[src/rtl/uart_rx_oversampled.sv]
// 8N1-style UART receiver oversampled at 16x baud; samples each bit at its midpoint
// and presents the assembled word with a one-cycle done strobe and a frame-error flag.
`timescale 1ns/1ps
module uart_rx_oversampled #(
   parameter int unsigned DBIT    = 8,
   parameter int unsigned SB_TICK = 16
) (
   input  logic            clk,
   input  logic            reset,
   input  logic            rx,
   input  logic            s_tick,
   output logic [DBIT-1:0] rx_dout,
   output logic            rx_done_tick,
   output logic            frame_err
);

   localparam int unsigned SW = (SB_TICK > 16) ? 5 : 4;
   localparam int unsigned NW = $clog2(DBIT);

   localparam logic [SW-1:0] START_MID = SW'(7);
   localparam logic [SW-1:0] DATA_LAST = SW'(15);
   localparam logic [SW-1:0] STOP_LAST = SW'(SB_TICK - 1);
   localparam logic [NW-1:0] N_LAST    = NW'(DBIT - 1);

   typedef enum logic [1:0] {
      IDLE  = 2'b00,
      START = 2'b01,
      DATA  = 2'b10,
      STOP  = 2'b11
   } state_t;

   logic            r_rx_meta;
   logic            r_rx_s;
   state_t          r_state;
   logic [SW-1:0]   r_s_cnt;
   logic [NW-1:0]   r_n_cnt;
   logic [DBIT-1:0] r_shift;
   logic [DBIT-1:0] r_dout;
   logic            r_done;
   logic            r_ferr;

   state_t          w_state_nx;
   logic [SW-1:0]   w_s_cnt_nx;
   logic [NW-1:0]   w_n_cnt_nx;
   logic [DBIT-1:0] w_shift_nx;
   logic [DBIT-1:0] w_dout_nx;
   logic            w_done_nx;
   logic            w_ferr_nx;

   always_ff @(posedge clk) begin
      if (reset) begin
         r_rx_meta <= 1'b1;
         r_rx_s    <= 1'b1;
         r_state   <= IDLE;
         r_s_cnt   <= '0;
         r_n_cnt   <= '0;
         r_shift   <= '0;
         r_dout    <= '0;
         r_done    <= 1'b0;
         r_ferr    <= 1'b0;
      end else begin
         r_rx_meta <= rx;
         r_rx_s    <= r_rx_meta;
         r_state   <= w_state_nx;
         r_s_cnt   <= w_s_cnt_nx;
         r_n_cnt   <= w_n_cnt_nx;
         r_shift   <= w_shift_nx;
         r_dout    <= w_dout_nx;
         r_done    <= w_done_nx;
         r_ferr    <= w_ferr_nx;
      end
   end

   always_comb begin
      w_state_nx = r_state;
      w_s_cnt_nx = r_s_cnt;
      w_n_cnt_nx = r_n_cnt;
      w_shift_nx = r_shift;
      w_dout_nx  = r_dout;
      w_done_nx  = 1'b0;
      w_ferr_nx  = r_ferr;
      case (r_state)
         IDLE: begin
            // Start detection needs no tick, so a line still low after a bad stop restarts at once.
            if (!r_rx_s) begin
               w_state_nx = START;
               w_s_cnt_nx = '0;
            end
         end
         START: begin
            if (s_tick) begin
               if (r_s_cnt == START_MID) begin
                  if (!r_rx_s) begin
                     w_state_nx = DATA;
                     w_s_cnt_nx = '0;
                     w_n_cnt_nx = '0;
                  end else begin
                     w_state_nx = IDLE;
                  end
               end else begin
                  w_s_cnt_nx = r_s_cnt + 1'b1;
               end
            end
         end
         DATA: begin
            if (s_tick) begin
               if (r_s_cnt == DATA_LAST) begin
                  w_s_cnt_nx = '0;
                  w_shift_nx = {r_rx_s, r_shift[DBIT-1:1]};
                  if (r_n_cnt == N_LAST) begin
                     w_state_nx = STOP;
                  end else begin
                     w_n_cnt_nx = r_n_cnt + 1'b1;
                  end
               end else begin
                  w_s_cnt_nx = r_s_cnt + 1'b1;
               end
            end
         end
         STOP: begin
            if (s_tick) begin
               if (r_s_cnt == STOP_LAST) begin
                  w_dout_nx  = r_shift;
                  w_ferr_nx  = ~r_rx_s;
                  w_done_nx  = 1'b1;
                  w_state_nx = IDLE;
               end else begin
                  w_s_cnt_nx = r_s_cnt + 1'b1;
               end
            end
         end
         default: w_state_nx = IDLE;
      endcase
   end

   assign rx_dout      = r_dout;
   assign rx_done_tick = r_done;
   assign frame_err    = r_ferr;

endmodule
[config.mk]
export PLATFORM = sky130hd
export DESIGN_NAME = uart_rx_oversampled
export DESIGN_NICKNAME = d
export VERILOG_FILES = /design/src/rtl/uart_rx_oversampled.sv
export SDC_FILE = /design/constraint.sdc
export NUM_CORES = 1
export LEC_CHECK = 0
export ABC_CLOCK_PERIOD_IN_PS = 1900
export CORE_MARGIN = 3
export CORE_UTILIZATION = 54
export CTS_CLUSTER_SIZE = 14
export DETAILED_ROUTE_END_ITERATION = 7
export GPL_TIMING_DRIVEN = 0
export PLACE_DENSITY = 0.77
export SLEW_MARGIN = 20
export SYNTH_ARGS = -nofsm -noshare
export SYNTH_HDL_FRONTEND = slang
export SYNTH_SLANG_ARGS = --single-unit
export TNS_END_PERCENT = 5
[constraint.sdc]
create_clock -name clk -period 1.9 [get_ports clk]
set_input_delay 0.285 -clock clk [delete_from_list [all_inputs] [get_ports clk]]
set_output_delay 0.285 -clock clk [all_outputs]
set_load 0.02 [all_outputs]
Word level (Yosys, flattened, before mapping) --
Cells that the tools add are included.
Word-level totals: flip-flop bits (word level) 29, bits of input ports 4, output and inout port bits 10
Cells by class: $add $sub $neg 2, equal/unequal tests 17, multiplexer cells 26, bitwise logic cells 3, reductions and logical operators 8
Operators by type and width (count):
- $mux W4 | 7
- $ne A2 B2 Y1 const B | 11
- $mux W2 | 9
- $mux W3 | 6
- $pmux W4 S4 | 1
- $pmux W2 S4 | 1
- $reduce_and A8 Y1 | 1
- $reduce_and A7 Y1 | 1
- $pmux W3 S2 | 1
- $reduce_and A3 Y1 | 2
- $add A4 B1 Y4 const B | 1
- $eq A2 B2 Y1 const B | 2
- $eq A4 B3 Y1 const B | 1
- $eq A4 B4 Y1 const B | 1
- $reduce_and A4 Y1 | 1
- $add A3 B1 Y3 const B | 1
- $eq A3 B3 Y1 const B | 1
- $not A1 Y1 | 3
- $reduce_or A3 Y1 | 1
- $eq A2 B1 Y1 const B | 1
- $logic_not A2 Y1 | 1
- $reduce_bool A2 Y1 | 1
- $mux W1 | 1

Logic depth before layout (Yosys ltp) --
depth in word-level cells 5, mapped depth 6

Least setup slack after synthesis --
Ideal clock, no wire load.
path type reg-to-reg, start point register r_s_cnt[0], end point register r_shift[0], data arrival time 1.434 ns, data required time 1.772 ns, slack 0.338 ns, stages on the path, launching flop included 6, clock period less this slack 1.562 ns, cells stage by stage dfxtp_1 ha_1 nand4_4 nor3_4 mux2i_1 nor2_1
On the way: longest elaborated chain between the ends 2
RTL lines:
- start, declared | RTL line 35 | logic [SW-1:0] r_s_cnt;
- start signal, assigned | RTL line 65 | r_s_cnt <= w_s_cnt_nx;
- $eq A4 B4 Y1 | RTL line 107 | if (r_s_cnt == DATA_LAST) begin
- $reduce_and A3 Y1 (no line)
- end signal, assigned | RTL line 67 | r_shift <= w_shift_nx;
- end, declared | RTL line 37 | logic [DBIT-1:0] r_shift;
Every way passes these cells. A chain may end at the register's enable or synchronous reset.

Worst setup path after layout --
start point register r_s_cnt[0], end point register r_dout[5], in the netlist rx_dout[5]
On the way: longest elaborated chain between the ends 2
RTL lines:
- $eq A4 B4 Y1 | RTL line 122 | if (r_s_cnt == STOP_LAST) begin
- $reduce_and A3 Y1 (no line)
- end signal, assigned | RTL line 68 | r_dout <= w_dout_nx;
- end, declared | RTL line 38 | logic [DBIT-1:0] r_dout;
Every way passes these cells.

==> run_summary.xml <==
<?xml version="1.0" encoding="UTF-8"?>
<metrics>
  <group name="cells_and_area">
    <metric name="synthToLayoutAreaGrowth" unit="%">19.0</metric>
    <metric name="drive_above_1_share" unit="%">13.2</metric>
    <metric name="antenna_cells" unit="">0</metric>
    <metric name="final_net_count" unit="">157</metric>
    <metric name="filler_cell_count" unit="">179</metric>
    <metric name="final_cell_area" unit="µm²">1500</metric>
  </group>
  <group name="clocking">
    <metric name="clock_tree.root_cell" unit="">sky130_fd_sc_hd__clkbuf_4</metric>
    <metric name="cts.clk_slew.worst_paths" unit="ps">100</metric>
    <metric name="cts-buffers-inserted" unit="">5</metric>
    <metric name="cts_buffer_depth" unit="">2</metric>
    <metric name="cts.hold.buffers_added" unit="">0</metric>
    <metric name="clock_tree_from_tritoncts" unit="">built</metric>
    <metric name="cts.sinks" unit="">29</metric>
    <metric name="insertion_delay_to_the_later_sink_of_the_worst_skew_pair" unit="ps">330</metric>
    <metric name="cts.htree.levels" unit="">2</metric>
  </group>
  <group name="route">
    <metric name="avgRoutedWirePerCell" unit="µm">13.8</metric>
    <metric name="firstDrtPassIters" unit="">4</metric>
    <metric name="remaining_drc_errors" unit="">0</metric>
    <metric name="postRouteWirelength" unit="mm">2.47</metric>
    <metric name="detail_route.vias_per_cell" unit="">5.67</metric>
    <metric name="via_count" unit="">1010</metric>
    <metric name="ant_nets" unit="">0</metric>
    <metric name="drt-initial-drc-count" unit="">21</metric>
  </group>
  <group name="sta">
    <metric name="hold_viol_final" unit="">0</metric>
    <metric name="period_share" unit="%">93.4</metric>
    <metric name="worst_max_slew_pin_slew" unit="ps">448</metric>
    <metric name="setup_viol" unit="">0</metric>
    <metric name="number_of_slew_limit_violations_in_the_final_report" unit="">0</metric>
    <metric name="post-route-min-period" unit="ps">1770</metric>
    <metric name="setup_ws" unit="ps">126</metric>
    <metric name="skew" unit="ps">11.0</metric>
    <metric name="worst_slew_margin_rel" unit="%">70.2</metric>
    <metric name="max_freq" unit="MHz">564</metric>
    <metric name="grt_setup_unrepaired" unit="">false</metric>
    <metric name="fin_setup_tns" unit="ps">0</metric>
  </group>
  <group name="pwr">
    <metric name="total_leakage_power" unit="µW">0.000550</metric>
    <metric name="power_density" unit="nW/µm²">682</metric>
    <metric name="peakVddDrop" unit="V">0.000546</metric>
  </group>
  <group name="synthesis">
    <metric name="synth_edf_count" unit="">0</metric>
    <metric name="synth-main-ff-cell" unit="">sky130_fd_sc_hd__dfxtp_1</metric>
    <metric name="post_synthesis_area_per_instance" unit="µm²">9.77</metric>
    <metric name="synth_sequential_area_ratio" unit="%">46.1</metric>
    <metric name="yosysMostFrequentCell" unit="">sky130_fd_sc_hd__dfxtp_1</metric>
    <metric name="yosys.area.top_type_share" unit="%">46.1</metric>
    <metric name="synthesized_flop_and_latch_total" unit="">29</metric>
    <metric name="yosys_warnings" unit="">0</metric>
    <metric name="synth.lib_cells_used.distinct" unit="">32</metric>
    <metric name="synthDominantAreaCellType" unit="">sky130_fd_sc_hd__dfxtp_1</metric>
    <metric name="syn_area" unit="µm²">1260</metric>
    <metric name="synthCells" unit="">129</metric>
    <metric name="syn_nets" unit="">136</metric>
    <metric name="fraction_of_registers_with_async_set_reset" unit="%">0</metric>
    <metric name="post_synth_main_area_contributors" unit="">sky130_fd_sc_hd__dfxtp_1, sky130_fd_sc_hd__mux2i_1, sky130_fd_sc_hd__nor2_1, sky130_fd_sc_hd__ha_1, sky130_fd_sc_hd__nand4_4</metric>
    <metric name="synth.cells.most_frequent" unit="">sky130_fd_sc_hd__dfxtp_1, sky130_fd_sc_hd__nor2_1, sky130_fd_sc_hd__mux2i_1, sky130_fd_sc_hd__nand2_1</metric>
  </group>
  <group name="floorplanning">
    <metric name="placementRows" unit="">16</metric>
    <metric name="die_height" unit="µm">54.3</metric>
    <metric name="die_width" unit="µm">54.3</metric>
    <metric name="coreArea" unit="µm²">2080</metric>
    <metric name="initial_core_util" unit="%">60.5</metric>
    <metric name="floorplan.die_area" unit="µm²">2950</metric>
    <metric name="io-pin-count" unit="">14</metric>
  </group>
  <group name="setup_path">
    <metric name="reg2reg_to" unit="">rx_dout[5]</metric>
    <metric name="startpoint_of_the_most_critical_register_to_register_path" unit="">r_s_cnt[0]</metric>
    <metric name="r2r.worst_path.cells" unit="">5</metric>
    <metric name="cp_max_fo" unit="">10</metric>
    <metric name="reg2reg_setup_slack" unit="ps">130</metric>
    <metric name="timing.critical_path.required" unit="ps">2100</metric>
    <metric name="arrival" unit="ps">1970</metric>
    <metric name="setup.worst_path.start_class" unit="">flip-flop</metric>
    <metric name="worstSetupEndpointType" unit="">flip-flop</metric>
    <metric name="crit_type" unit="">flip-flop to flip-flop</metric>
  </group>
  <group name="place">
    <metric name="post-place-ws" unit="ps">-99.0</metric>
    <metric name="placed_area" unit="µm²">1420</metric>
    <metric name="hpwl" unit="mm">1.69</metric>
    <metric name="io_buffers" unit="">13</metric>
    <metric name="gp_routability_congestion" unit="">0.871</metric>
  </group>
  <group name="worst_hold_path">
    <metric name="worst_hold_path.endpoint" unit="">r_rx_s</metric>
    <metric name="holdCritStartpoint" unit="">r_rx_meta</metric>
    <metric name="worst_hold_path.num_cells" unit="">1</metric>
    <metric name="hold_path_class" unit="">flip-flop to flip-flop</metric>
  </group>
  <group name="global_route">
    <metric name="globalRouteOverflowTotal" unit="">0</metric>
    <metric name="grt_pass1_vias" unit="">959</metric>
    <metric name="grt_pass1_wl" unit="mm">4.13</metric>
    <metric name="grt_antenna_before_repair" unit="">0</metric>
    <metric name="grt_max_degree" unit="">11</metric>
    <metric name="grt_use_total" unit="%">20.2</metric>
  </group>
  <group name="run">
    <metric name="timing.max_cap.violations" unit="">0</metric>
  </group>
  <group name="run_status">
    <metric name="status" unit="">finished, final reports clean</metric>
  </group>
</metrics>
-- cells in the final DEF (no fill, tap or decap), drive strengths merged, types with 2 or more instances in the layout --
cell / instances
buf: 5
dfxtp: 29
clkdlybuf4s50: 13
clkinv: 2
and3: 2
inv: 3
nor4b: 2
a211oi: 2
nor3: 5
nand3: 2
ha: 3
mux2i: 20
clkbuf: 8
or2: 2
o211ai: 2
nand4: 2
nor2: 26
o21ai: 4
o21bai: 2
nand2: 5
a31oi: 3
-- cell families (layout without fill, tap and decap cells) --
logic type,count (synthesis),after routing,share of synthesized area (%)
adders and majority gates,3,3,2.98
DFF,29,29,46.1
xor gates and xnor gates,1,1,0.695
buffers and inverters,10,32,3.57
and+or+nand+nor,49,49,21.5
muxes,21,21,16.8
AOI/OAI and AO/OA,16,16,8.44
-- per-stage QoR --
| step | hold WS [ps] | instances | power (µW) | util, % |
|---|---|---|---|---|
| 6_report | 420 | 178 | 1020 | 72.0 |
| 5_1_grt | 443 | 178 | 1070 | 72.0 |
| 4_1_cts | 424 | 177 | 1030 | 71.0 |
| 3_5_place_dp | 397 | 169 | 669 | 68.4 |
| 3_3_place_gp | 397 | 169 | 669 | 68.4 |
| 2_1_floorplan | 389 | 129 | 652 | - |
-- routing by layer --
layer | vias to the layer above | wire (µm) | track usage, %
li1 | 496 | - | -
met1 | 469 | 1120 | 24.7
met2 | 36 | 1100 | 29.5
met3 | 9 | 165 | 5.45
met4 | 0 | 78 | 16.2
met5 | - | 0 | 0
-- worst max-delay path by stage --
stage | end | startpoint | cells past startpoint
after floorplan | r_shift[0] | r_s_cnt[0] | 5
after global placement | r_shift[7] | s_tick | 5
after detailed placement | r_shift[0] | s_tick | 5
after CTS | r_shift[5] | r_s_cnt[0] | 5
after global routing | rx_dout[5] | r_s_cnt[0] | 5
final | rx_dout[5] | r_s_cnt[0] | 5
-- power breakdown --
group	leakage [µW]	switching [µW]	internal [µW]	total, µW
Clock	0.0000310	227	139	367
Sequential	0.000234	4.47	611	616
Combinational	0.000285	23.9	15.9	39.7
Total	0.000550	256	767	1020
-- cell type report --
class | count | area (µm²) | share of cell area (%)
Tap cell | 27 | 33.8 | 2.25
Clock inverter | 3 | 17.5 | 1.17
Sequential cell | 29 | 581 | 38.7
Buffer | 7 | 33.8 | 2.25
Multi-Input combinational cell | 90 | 634 | 42.3
Clock buffer | 5 | 37.5 | 2.50
Inverter | 3 | 11.3 | 0.751
Timing Repair Buffer | 14 | 150 | 10.0
-- critical path, stage by stage (launching register included) --
cell and delay (ps):
sky130_fd_sc_hd__dfxtp_1 390, sky130_fd_sc_hd__ha_1 350, sky130_fd_sc_hd__nand4_4 190, sky130_fd_sc_hd__nor2_4 370, sky130_fd_sc_hd__mux2i_1 260, sky130_fd_sc_hd__nor2_1 70
-- repair_timing --
item | in CTS | in global routing
setup endpoints to repair | 0 | 3
setup buffers | 0 | 1
resized for setup | 0 | 0
-- flip-flops by register name (all words and copies together), names as in the netlist, named ones only --
name          cells
r_state           1
rx_dout           8
r_shift           8
rx_done_tick      1
r_n_cnt           3
frame_err         1
r_s_cnt           4
r_rx_s            1
r_rx_meta         1
(Power assumes the default switching activity.)
